**src/rtl/eds_trig_gen.sv**
```systemverilog
// EDS trigger generator: while a frame is enabled, emits periodic fixed-width pulses on the
// selected PMT channels, counts them, and strobes frame start/end. All outputs are registered.
module eds_trig_gen #(
  parameter int unsigned PERIOD_MIN = 2
) (
  input  logic        clk_i,
  input  logic        rst_i,
  input  logic        eds_frame_en_i,
  input  logic [2:0]  eds_frame_sel_i,
  input  logic [31:0] trig_period_i,
  input  logic [15:0] trig_width_i,
  output logic [2:0]  pmt_trig_o,
  output logic        frame_start_o,
  output logic        frame_end_o,
  output logic [31:0] trig_cnt_o,
  output logic        busy_o
);

  typedef enum logic [2:0] {
    StIdle,
    StStart,
    StRun,
    StDrain,
    StDone
  } state_e;

  localparam logic [31:0] PeriodMin = 32'(PERIOD_MIN);

  state_e      state_q, state_d;
  logic [2:0]  sel_q, sel_d;
  logic [31:0] period_q, period_d;
  logic [31:0] width_q, width_d;
  logic [31:0] cnt_q, cnt_d;
  logic [31:0] tcnt_q, tcnt_d;
  logic [2:0]  pmt_q, pmt_d;
  logic        start_q, start_d;
  logic        end_q, end_d;
  logic        busy_q, busy_d;

  logic [31:0] period_eff;
  logic [31:0] width_ext;
  logic [31:0] width_lo;
  logic [31:0] width_eff;
  logic        pulse_active;
  logic        pulse_last;

  // Clamp the requested timing so every period has at least one high and one low cycle.
  always_comb begin
    period_eff = (trig_period_i < PeriodMin) ? PeriodMin : trig_period_i;
    width_ext  = {16'd0, trig_width_i};
    width_lo   = (width_ext == 32'd0) ? 32'd1 : width_ext;
    width_eff  = (width_lo > period_eff - 32'd1) ? period_eff - 32'd1 : width_lo;
  end

  assign pulse_active = (cnt_q < width_q);
  assign pulse_last   = (cnt_q == width_q - 32'd1);

  always_comb begin
    state_d  = state_q;
    sel_d    = sel_q;
    period_d = period_q;
    width_d  = width_q;
    cnt_d    = cnt_q;
    tcnt_d   = tcnt_q;
    start_d  = 1'b0;
    end_d    = 1'b0;

    unique case (state_q)
      StIdle: begin
        if (eds_frame_en_i && (|eds_frame_sel_i)) begin
          state_d  = StStart;
          sel_d    = eds_frame_sel_i;
          period_d = period_eff;
          width_d  = width_eff;
          cnt_d    = 32'd0;
          tcnt_d   = 32'd0;
          start_d  = 1'b1;
        end
      end
      StStart: begin
        state_d = StRun;
        cnt_d   = 32'd0;
        tcnt_d  = tcnt_q + 32'd1;
      end
      StRun: begin
        if (eds_frame_en_i) begin
          cnt_d = (cnt_q == period_q - 32'd1) ? 32'd0 : cnt_q + 32'd1;
          if (cnt_d == 32'd0) begin
            tcnt_d = tcnt_q + 32'd1;
          end
        end else if (pulse_active && !pulse_last) begin
          state_d = StDrain;
          cnt_d   = cnt_q + 32'd1;
        end else begin
          state_d = StDone;
          end_d   = 1'b1;
        end
      end
      StDrain: begin
        // Enable is ignored here; the pulse always runs to its full width.
        if (pulse_last) begin
          state_d = StDone;
          end_d   = 1'b1;
        end else begin
          cnt_d = cnt_q + 32'd1;
        end
      end
      StDone: begin
        state_d = StIdle;
      end
      default: begin
        state_d = StIdle;
      end
    endcase

    pmt_d = '0;
    if ((state_d == StRun || state_d == StDrain) && (cnt_d < width_q)) begin
      pmt_d = sel_q;
    end
    busy_d = (state_d != StIdle);
  end

  always_ff @(posedge clk_i or posedge rst_i) begin
    if (rst_i) begin
      state_q  <= StIdle;
      sel_q    <= '0;
      period_q <= '0;
      width_q  <= '0;
      cnt_q    <= '0;
      tcnt_q   <= '0;
      pmt_q    <= '0;
      start_q  <= 1'b0;
      end_q    <= 1'b0;
      busy_q   <= 1'b0;
    end else begin
      state_q  <= state_d;
      sel_q    <= sel_d;
      period_q <= period_d;
      width_q  <= width_d;
      cnt_q    <= cnt_d;
      tcnt_q   <= tcnt_d;
      pmt_q    <= pmt_d;
      start_q  <= start_d;
      end_q    <= end_d;
      busy_q   <= busy_d;
    end
  end

  assign pmt_trig_o    = pmt_q;
  assign frame_start_o = start_q;
  assign frame_end_o   = end_q;
  assign trig_cnt_o    = tcnt_q;
  assign busy_o        = busy_q;

endmodule
```
**config.mk**
```make
export PLATFORM = sky130hd
export DESIGN_NAME = eds_trig_gen
export DESIGN_NICKNAME = d
export VERILOG_FILES = /design/src/rtl/eds_trig_gen.sv
export SDC_FILE = /design/constraint.sdc
export NUM_CORES = 1
export LEC_CHECK = 0
export CAP_MARGIN = 20
export CORE_MARGIN = 1.5
export CORE_UTILIZATION = 60
export DETAILED_ROUTE_END_ITERATION = 8
export PLACE_DENSITY = 0.82
export SYNTH_ARGS = -nofsm -noshare
export SYNTH_HDL_FRONTEND = slang
export SYNTH_SLANG_ARGS = --single-unit
```
**constraint.sdc**
```tcl
create_clock -name clk_i -period 10.7 [get_ports clk_i]
set_input_delay 1.07 -clock clk_i [delete_from_list [all_inputs] [get_ports clk_i]]
set_output_delay 1.07 -clock clk_i [all_outputs]
set_load 0.1 [all_outputs]
```
== Yosys cells after proc, flatten, opt, wreduce, memory -nomap -nowiden ==
Cells that the tools add are included.
Operators by class
  magnitude comparators: 4
  multiplexer cells: 25
  reductions and logical operators: 13
  add/sub/neg operators: 5
  equality and inequality tests: 10
Operators by type and width (count)
  32-bit two-way mux: 10
  32-bit case mux with 4 select lines: 1
  32-bit case mux with 3 select lines: 1
  32-bit by 1-bit subtractor with 32-bit output (second input constant): 3
  32-bit by 1-bit adder with 32-bit output (second input constant): 2
  32-bit == test: 2
  32-bit less-than comparator: 2
  16-bit by 32-bit > comparator with 1-bit output: 1
  32-bit zero test: 1
  32-bit by 2-bit less-than comparator with 1-bit output (second input constant): 1
  16-bit zero test: 1
  16-bit two-way mux: 1
  3-bit two-way mux: 5
  3-bit by 2-bit == test with 1-bit output (second input constant): 4
  3-bit case mux with 4 select lines: 1
  2-bit inequality test (second input constant): 3
  3-bit nonzero test: 2
  1-bit two-way mux: 5
  4-bit AND reduction: 1
  3-bit by 1-bit == test with 1-bit output (second input constant): 1
  1-bit logical AND: 3
  3-bit zero test: 1
  3-bit OR reduction: 1
  1-bit case mux with 2 select lines: 1
  3 further kinds: 3
Storage, ports and cells
  bits in registers: 140
  output and inout bits: 38
  logic and storage cells: 67
  input port bits: 54

== Logic depth before layout (Yosys ltp) ==
Gate-level depths: netlist of the first run.
  depth in word-level cells: 11
  gate-level depth with buffers: 25

== Worst setup path after synthesis of the first run ==
OpenSTA, ideal clock, no wires.
  path kind: register to register
  start: register width_q[1]
  end: register pmt_q[0] (netlist: pmt_trig_o[0])
  required time: 10.627 ns
  setup slack: 5.421 ns
  buffers on the path: 4
  stages on the path, launching flop included: 26
  data arrival time: 5.206 ns
  setup time: 0.073 ns
  cells stage by stage: dfrtp_1 inv_1 ha_1 or4b_2 clkbuf_1 nor2_1 nor2_1 o311ai_0 a32oi_1 and4b_1 buf_2 o21ai_2 buf_2 buf_2 o21ai_0 a31oi_1 ha_1 a21o_1 a21o_1 a21oi_1 nor2_1 a2111oi_0 nor3_1 a2111oi_0 nand3_1 nor2_1
RTL lines
  from (decl): line 32  | logic [31:0] width_q, width_d;
  from (signal assigned): line 139  | width_q <= width_d;
  32-bit by 1-bit subtractor with 32-bit output: line 56  | assign pulse_last = (cnt_q == width_q - 32'd1);
  32-bit == test: line 56
  1-bit zero test: line 91  | end else if (pulse_active && !pulse_last) begin
  1-bit logical AND: line 91
  32-bit two-way mux: line 91
  32-bit two-way mux: line 86  | if (eds_frame_en_i) begin
  32-bit case mux with 4 select lines (*): line 68  | unique case (state_q)
  via cnt_d[9]: line 33  | logic [31:0] cnt_q, cnt_d;
  32-bit less-than comparator (*): line 117  | if ((state_d == StRun || state_d == StDrain) && (cnt_d < width_q)) begin
  1-bit logical AND (*): line 117
  3-bit two-way mux (*): line 117
  via pmt_d[0]: line 35  | logic [2:0] pmt_q, pmt_d;
  to (signal assigned): line 142  | pmt_q <= pmt_d;
  to (decl): line 35
Mark *: on every way through the listed nets, which the timed path passes. The rest lies on a longest branch.
A chain may end at the register's enable or synchronous reset.

== Final worst setup path of the first run ==
  start: register width_q[0]
  end: register pmt_q[1] (netlist: pmt_trig_o[1])
The elaborated chain is that of the path after synthesis.

==> results of run 1 <==
[worst max-delay path by stage]
stage	start	to	slack (ns)	depth (start not counted)
4_1_cts	width_q[1]	pmt_trig_o[1]	3.82	23
3_3_place_gp	width_q[1]	pmt_trig_o[1]	4.10	23
6_report	width_q[0]	pmt_trig_o[1]	3.74	23
3_5_place_dp	width_q[1]	pmt_trig_o[1]	3.88	23
2_1_floorplan	width_q[1]	pmt_trig_o[0]	5.42	25
5_1_grt	width_q[1]	pmt_trig_o[1]	3.35	23
[final cells by class]
class                   count  share of cell area (%)
repair buffers             97                    7.04
well taps                 265                    2.44
multi-input cells        1180                    57.9
clock inverters            14                    1.38
clock buffers              18                    3.24
flip-flops and latches    140                    25.8
inverters                  77                    2.17
[stage by stage]
step,worst slack (ns),hold WS (ns),cells
after detailed placement,3.88,0.463,1759
after global routing,3.35,0.511,1791
after global placement,4.10,0.462,1759
final,3.74,0.480,1791
after CTS,3.82,0.482,1791
after floorplan,5.42,0.444,1506
[Yosys cell counts, types with 44 or more instances]
library cell    n
nand3_1        50
nor3_1         52
ha_1           84
clkbuf_1       75
inv_1          76
dfrtp_1       140
o21ai_0        87
nand2_1       176
a21oi_1        52
o31ai_1        49
xnor2_1        62
nor2_1         89
nor4_1         44
[power by group through the flow]
stage / Sequential [uW] / Combinational [uW] / Clock, uW
2_1_floorplan: 1230 / 1080 / 0
3_3_place_gp: 1020 / 1680 / 0
3_5_place_dp: 1030 / 1710 / 0
4_1_cts: 1020 / 1730 / 636
5_1_grt: 1070 / 1900 / 663
6_report: 1040 / 1750 / 633
[logic make-up (layout without fill, tap and decap cells)]
logic type	count (synthesis)	in the layout	share of synthesized area, %
flops	140	140	28.9
mux	32	32	2.79
compound gates	359	359	19.7
xor+xnor	104	104	7.51
buf+inv	186	206	6.41
simple gates	601	601	26.1
fa+ha+maj	84	84	8.66
[registers in the layout, summed over array words and instances (netlist names)]
| signal | count |
|---|---|
| cnt_q | 32 |
| width_q | 32 |
| trig_cnt_o | 32 |
| busy_o | 1 |
| state_q | 3 |
| pmt_trig_o | 3 |
| frame_start_o | 1 |
| frame_end_o | 1 |
| period_q | 32 |
| sel_q | 3 |
[tightest hold or removal path, delay by kind of cell, from the launching register on]
| kind | cells | cell delay (ns) |
|---|---|---|
| AND/OR/NAND/NOR | 2 | 0.10 |
| flip-flops | 1 | 0.35 |
[per-layer routing]
layer	routed length [um]	up-vias	GRT usage (%)
met4	1580	0	16.8
li1	-	5538	-
met5	0	-	0
met1	15200	5705	46.6
met2	17000	659	55.5
met3	3580	122	7.70
==> flow_metrics.py, run 1 <==
metrics = {
    "status": {
        "status": "finished clean",
    },
    "clocking": {
        "clkLatencyLatePin_ns": 0.43,
        "cts-root-buf": "clkbuf_16",
        "clockBufferDepth": 2,
        "cts.sinks": 140,
        "clk_pin_slew_ns": 0.07,
        "cts.repair.resized": 0,
        "cts_tree": "built",
        "cts-hold-fix-buffers": 0,
        "post-cts-setup-buffers": 0,
        "numCtsBuffers": 17,
        "cts_max_level": 4,
    },
    "logic_synthesis": {
        "avgSynthCellArea_um2": 8.06,
        "syn-num-nets": 1644,
        "synthCells": 1506,
        "yosys_warnings": 0,
        "synth_edf_count": 0,
        "synth_top_cell_area_share_pct": 28.9,
        "synth_area_leader_cell": "dfrtp_1",
        "synthesis.area_um2": 12100,
        "postSynth.topFlopCell": "dfrtp_1",
        "ys_seq_area_share_pct": 28.9,
        "synth_area_leaders": "dfrtp_1 (29%), ha_1 (8.7%), nand2_1 (5.4%)",
        "synth-seq-cells": 140,
        "synth_cell_type_count": 89,
        "ys_async_sr_fraction_pct": 100,
    },
    "final_layout": {
        "area_growth_syn_to_layout_pct": 11.9,
        "final_cell_mix": "nand2_1 (176), dfrtp_1 (140), clkdlybuf4s50_1 (91), nor2_1 (89), o21ai_0 (87)",
        "antenna_cells": 0,
        "final_common_cell": "nand2_1",
        "stdcell_area_um2": 13600,
        "postLayoutCoreUtil_pct": 69.1,
        "drive_gt1_share_pct": 5.50,
        "fillerInstances": 1653,
        "layout.nets": 1651,
        "multi_input_area_um2": 7860,
        "ff_latch_area_um2": 3500,
    },
    "power": {
        "powerDensity_nw_per_um2": 252,
        "p_sw_share_pct": 50.4,
        "p_seq_share_pct": 30.3,
        "ir_drop_v": 0.000124,
        "p_total_uw": 3420,
        "p_int_uw": 1700,
        "power_switching_uw": 1720,
        "clkPwrFrac_pct": 18.5,
        "comb_power_share_pct": 51.2,
        "p_leak_uw": 0.00575,
    },
    "grt": {
        "grt_usage_pct": 35.4,
        "grt_pass1_vias": 11100,
        "grt_pass1_wl_um": 59900,
        "gr-total-overflow": 0,
        "antenna_found_initial": 0,
        "grt_start_max_net_pins": 72,
    },
    "critical_path": {
        "setup.worst_path.class": "reg -> reg",
        "cp_num_buf_inv": 3,
        "regToRegSetupSlack_ns": 3.74,
        "critPathTopFamily": "simple AND/OR/NAND/NOR gates",
        "r2r-start": "width_q[0]",
        "start_kind": "register",
        "crit_path_frequent_cell": "a2111oi_0",
        "cp.arrival_ns": 7.31,
        "slowest_delay_ns": 0.75,
        "slowest_stage": "and4b_1",
        "critPathRequiredTime_ns": 11.05,
        "end_kind": "register",
        "reg2regPathDepth": 23,
        "crit_chain": "inv_1, ha_1, nor4b_1, nand2_1, or4_1, a2111oi_0, o211ai_1, and4b_1, o21ai_2, buf_4, a21oi_1, a31oi_1, ha_1, a21o_1, a21o_1, a21oi_1, nor2_1, a2111oi_0, nor3_1, a2111oi_0, buf_4, nand3_1, nor2_1",
        "reg2reg_to": "pmt_trig_o[1]",
        "cp_max_fo": 44,
    },
    "sta": {
        "setup_viol": 0,
        "tightest_slew_ns": 1.09,
        "final_max_slew_viol_count": 0,
        "maxClockFrequency_mhz": 144,
        "rsz0062_at_grt": "no",
        "finalHoldViolations": 0,
        "fin_setup_tns_ns": 0,
        "max-slew-margin-rel_pct": 27.3,
        "fin_worst_skew_ns": 0.0161,
        "fin_crit_sh_pct": 65.1,
        "finalCriticalPeriod_ns": 6.96,
    },
    "detailed_routing": {
        "wl_per_cell_um": 20.8,
        "drt_iter0_drc": 1239,
        "post-route-drc-count": 0,
        "ant_nets": 0,
        "vias_per_cell": 6.71,
        "wl_um": 37300,
        "dr_total_vias": 12000,
        "firstDrtPassIters": 6,
    },
    "die": {
        "die_h_um": 145,
        "io_pins": 92,
        "rows": 51,
        "initial_core_util_pct": 61.7,
        "die-area_um2": 21100,
        "core_um2": 19700,
        "die_w_um": 145,
    },
    "flow_run": {
        "drv_cap": 0,
    },
    "hold_path": {
        "hold_end": "sel_q[1]",
        "min_path_type": "reg -> reg",
        "holdPathStages": 2,
        "min-delay-start": "sel_q[1]",
    },
    "placed_design": {
        "port_buffers": 91,
        "dp.final_hpwl_um": 27800,
        "gp_congestion": 0.993,
        "placed_cell_area_um2": 12900,
    },
}
Note: power is estimated with default switching activity, not from simulation.
==> run 2: changes to the inputs <==
- clock period: 10.7 -> 7 ns (I/O delays scaled with it)
==> run 2 against run 1 <==
Effect of this change: power grew 53%; sequential share of layout area down 0.12 points; final area rose by 0.47%; combinational power is 55% higher; clock skew barely moved; largest cell class unchanged; non-clock buffer count grew 11; hold slack improved by 0.018 ns; core utilization grew 0.32 points; routed wire length is 3.7% higher.
==> flow_metrics.py, run 2 (synthesis results as in run 1) <==
metrics = {
    "sta": {
        "tightest_slew_ns": 0.998,
        "setup_viol": 0,
        "fin_setup_tns_ns": 0,
        "maxClockFrequency_mhz": 158,
        "fin_worst_skew_ns": 0.0160,
        "rsz0062_at_grt": "no",
        "fin_crit_sh_pct": 90.6,
        "finalCriticalPeriod_ns": 6.34,
        "finalHoldViolations": 0,
        "max-slew-margin-rel_pct": 33.3,
        "final_max_slew_viol_count": 0,
    },
    "die": {
        "core_um2": 19700,
        "io_pins": 92,
        "die_h_um": 145,
        "rows": 51,
        "die_w_um": 145,
        "initial_core_util_pct": 61.7,
        "die-area_um2": 21100,
    },
    "power": {
        "p_leak_uw": 0.00579,
        "p_sw_share_pct": 51.2,
        "clkPwrFrac_pct": 17.7,
        "p_int_uw": 2560,
        "power_switching_uw": 2680,
        "powerDensity_nw_per_um2": 385,
        "p_seq_share_pct": 30.4,
        "ir_drop_v": 0.000193,
        "comb_power_share_pct": 51.9,
    },
    "placed_design": {
        "gp_congestion": 1.01,
        "port_buffers": 91,
        "dp.final_hpwl_um": 29300,
        "dp_cells": 1769,
        "placed_cell_area_um2": 13000,
    },
    "critical_path": {
        "critPathRequiredTime_ns": 7.36,
        "cp_max_fo": 28,
        "reg2reg_to": "pmt_trig_o[1]",
        "r2r-start": "width_q[1]",
        "crit_path_start": "width_q[1]",
        "setup.worst_path.class": "reg -> reg",
        "regToRegSetupSlack_ns": 0.66,
        "start_kind": "register",
        "reg2regPathDepth": 22,
        "end_kind": "register",
        "cp.arrival_ns": 6.70,
    },
    "hold_path": {
        "holdPathStages": 2,
        "hold_end": "sel_q[1]",
        "min-delay-start": "sel_q[1]",
        "min_path_type": "reg -> reg",
    },
    "clocking": {
        "cts_max_level": 4,
        "numCtsBuffers": 17,
        "cts_tree": "built",
        "clockBufferDepth": 2,
        "post-cts-setup-buffers": 0,
        "cts-root-buf": "clkbuf_16",
        "clkLatencyLatePin_ns": 0.43,
        "cts.sinks": 140,
        "clk_pin_slew_ns": 0.07,
    },
    "flow_run": {
        "drv_cap": 0,
    },
    "final_layout": {
        "stdcell_area_um2": 13600,
        "multi_input_area_um2": 7860,
        "drive_gt1_share_pct": 6.12,
        "ff_latch_area_um2": 3500,
        "final_cell_mix": "nand2_1 (176), dfrtp_1 (140), clkdlybuf4s50_1 (91), nor2_1 (89), o21ai_0 (87)",
        "final_cells": 1802,
        "final_common_cell": "nand2_1",
        "area_growth_syn_to_layout_pct": 12.4,
        "layout.nets": 1662,
        "fillerInstances": 1644,
        "antenna_cells": 0,
    },
    "detailed_routing": {
        "vias_per_cell": 6.69,
        "ant_nets": 0,
        "firstDrtPassIters": 8,
        "dr_total_vias": 12000,
        "wl_per_cell_um": 21.5,
        "wl_um": 38700,
        "drt_iter0_drc": 1083,
        "post-route-drc-count": 0,
    },
    "grt": {
        "grt_usage_pct": 36.7,
        "antenna_found_initial": 0,
        "grt_pass1_wl_um": 61700,
        "grt_start_max_net_pins": 72,
        "gr-total-overflow": 0,
        "grt_pass1_vias": 11400,
    },
    "status": {
        "status": "finished clean",
    },
}
run 2: critical path, cell delays in order (launching register included):
cell,delay [ns]
dfrtp_1,0.41
inv_1,0.14
ha_1,0.21
nor4b_1,0.42
nand2_1,0.45
or4_1,0.62
a2111oi_0,0.50
o211ai_1,0.15
and4b_2,0.54
o21ai_2,0.25
buf_4,0.33
nand2_1,0.09
o21ai_0,0.13
ha_1,0.33
a21o_1,0.19
a21o_1,0.18
a21oi_1,0.16
o21ai_0,0.11
a21o_1,0.21
a2111oi_0,0.43
buf_4,0.22
nand3_1,0.08
nor2_1,0.12
run 2: power by group through the flow:
| stage | logic (uW) | registers [uW] | clock network [uW] |
|---|---|---|---|
| 2_1_floorplan | 1650 | 1870 | 0 |
| 3_3_place_gp | 2600 | 1570 | 0 |
| 3_5_place_dp | 2650 | 1580 | 0 |
| 4_1_cts | 2680 | 1570 | 933 |
| 5_1_grt | 2960 | 1640 | 965 |
| 6_report | 2720 | 1590 | 931 |
run 2: layout make-up:
type	instances	area share [%]
well taps	265	2.43
multi-input cells	1180	57.7
clock inverters	13	1.13
flip-flops and latches	140	25.7
repair buffers	108	7.76
inverters	77	2.16
clock buffers	19	3.17
run 2: through the flow:
stage          power, uW  util [%]  hold WS [ns]  setup WS [ns]
6_report            5240      69.4         0.499          0.657
5_1_grt             5560      69.4         0.524         0.0571
4_1_cts             5180      69.2         0.505          0.582
3_5_place_dp        4230      66.3         0.489          0.694
3_3_place_gp        4160      66.3         0.478          0.851
2_1_floorplan       3520         -         0.444           1.72
run 2: timing repair:
item                                    in CTS  in global routing
resized for setup                            0                  1
endpoints found under the hold margin        0                  0
hold buffers                                 0                  0
endpoints found under the setup margin       0                  3
run 2: worst max-delay path by stage:
stage,end
floorplan,pmt_trig_o[0]
global placement,width_q[9]
detailed placement,pmt_trig_o[1]
CTS,pmt_trig_o[1]
global route,pmt_trig_o[2]
finish,pmt_trig_o[1]
run 2: layer usage:
metal  routed length, um  vias to the layer above  GRT usage [%]
li1                    -                     5577              -
met1               15600                     5752           46.9
met2               18100                      631           60.0
met3                3640                       89           7.92
met4                1410                        0           15.5
met5                   0                        -              0
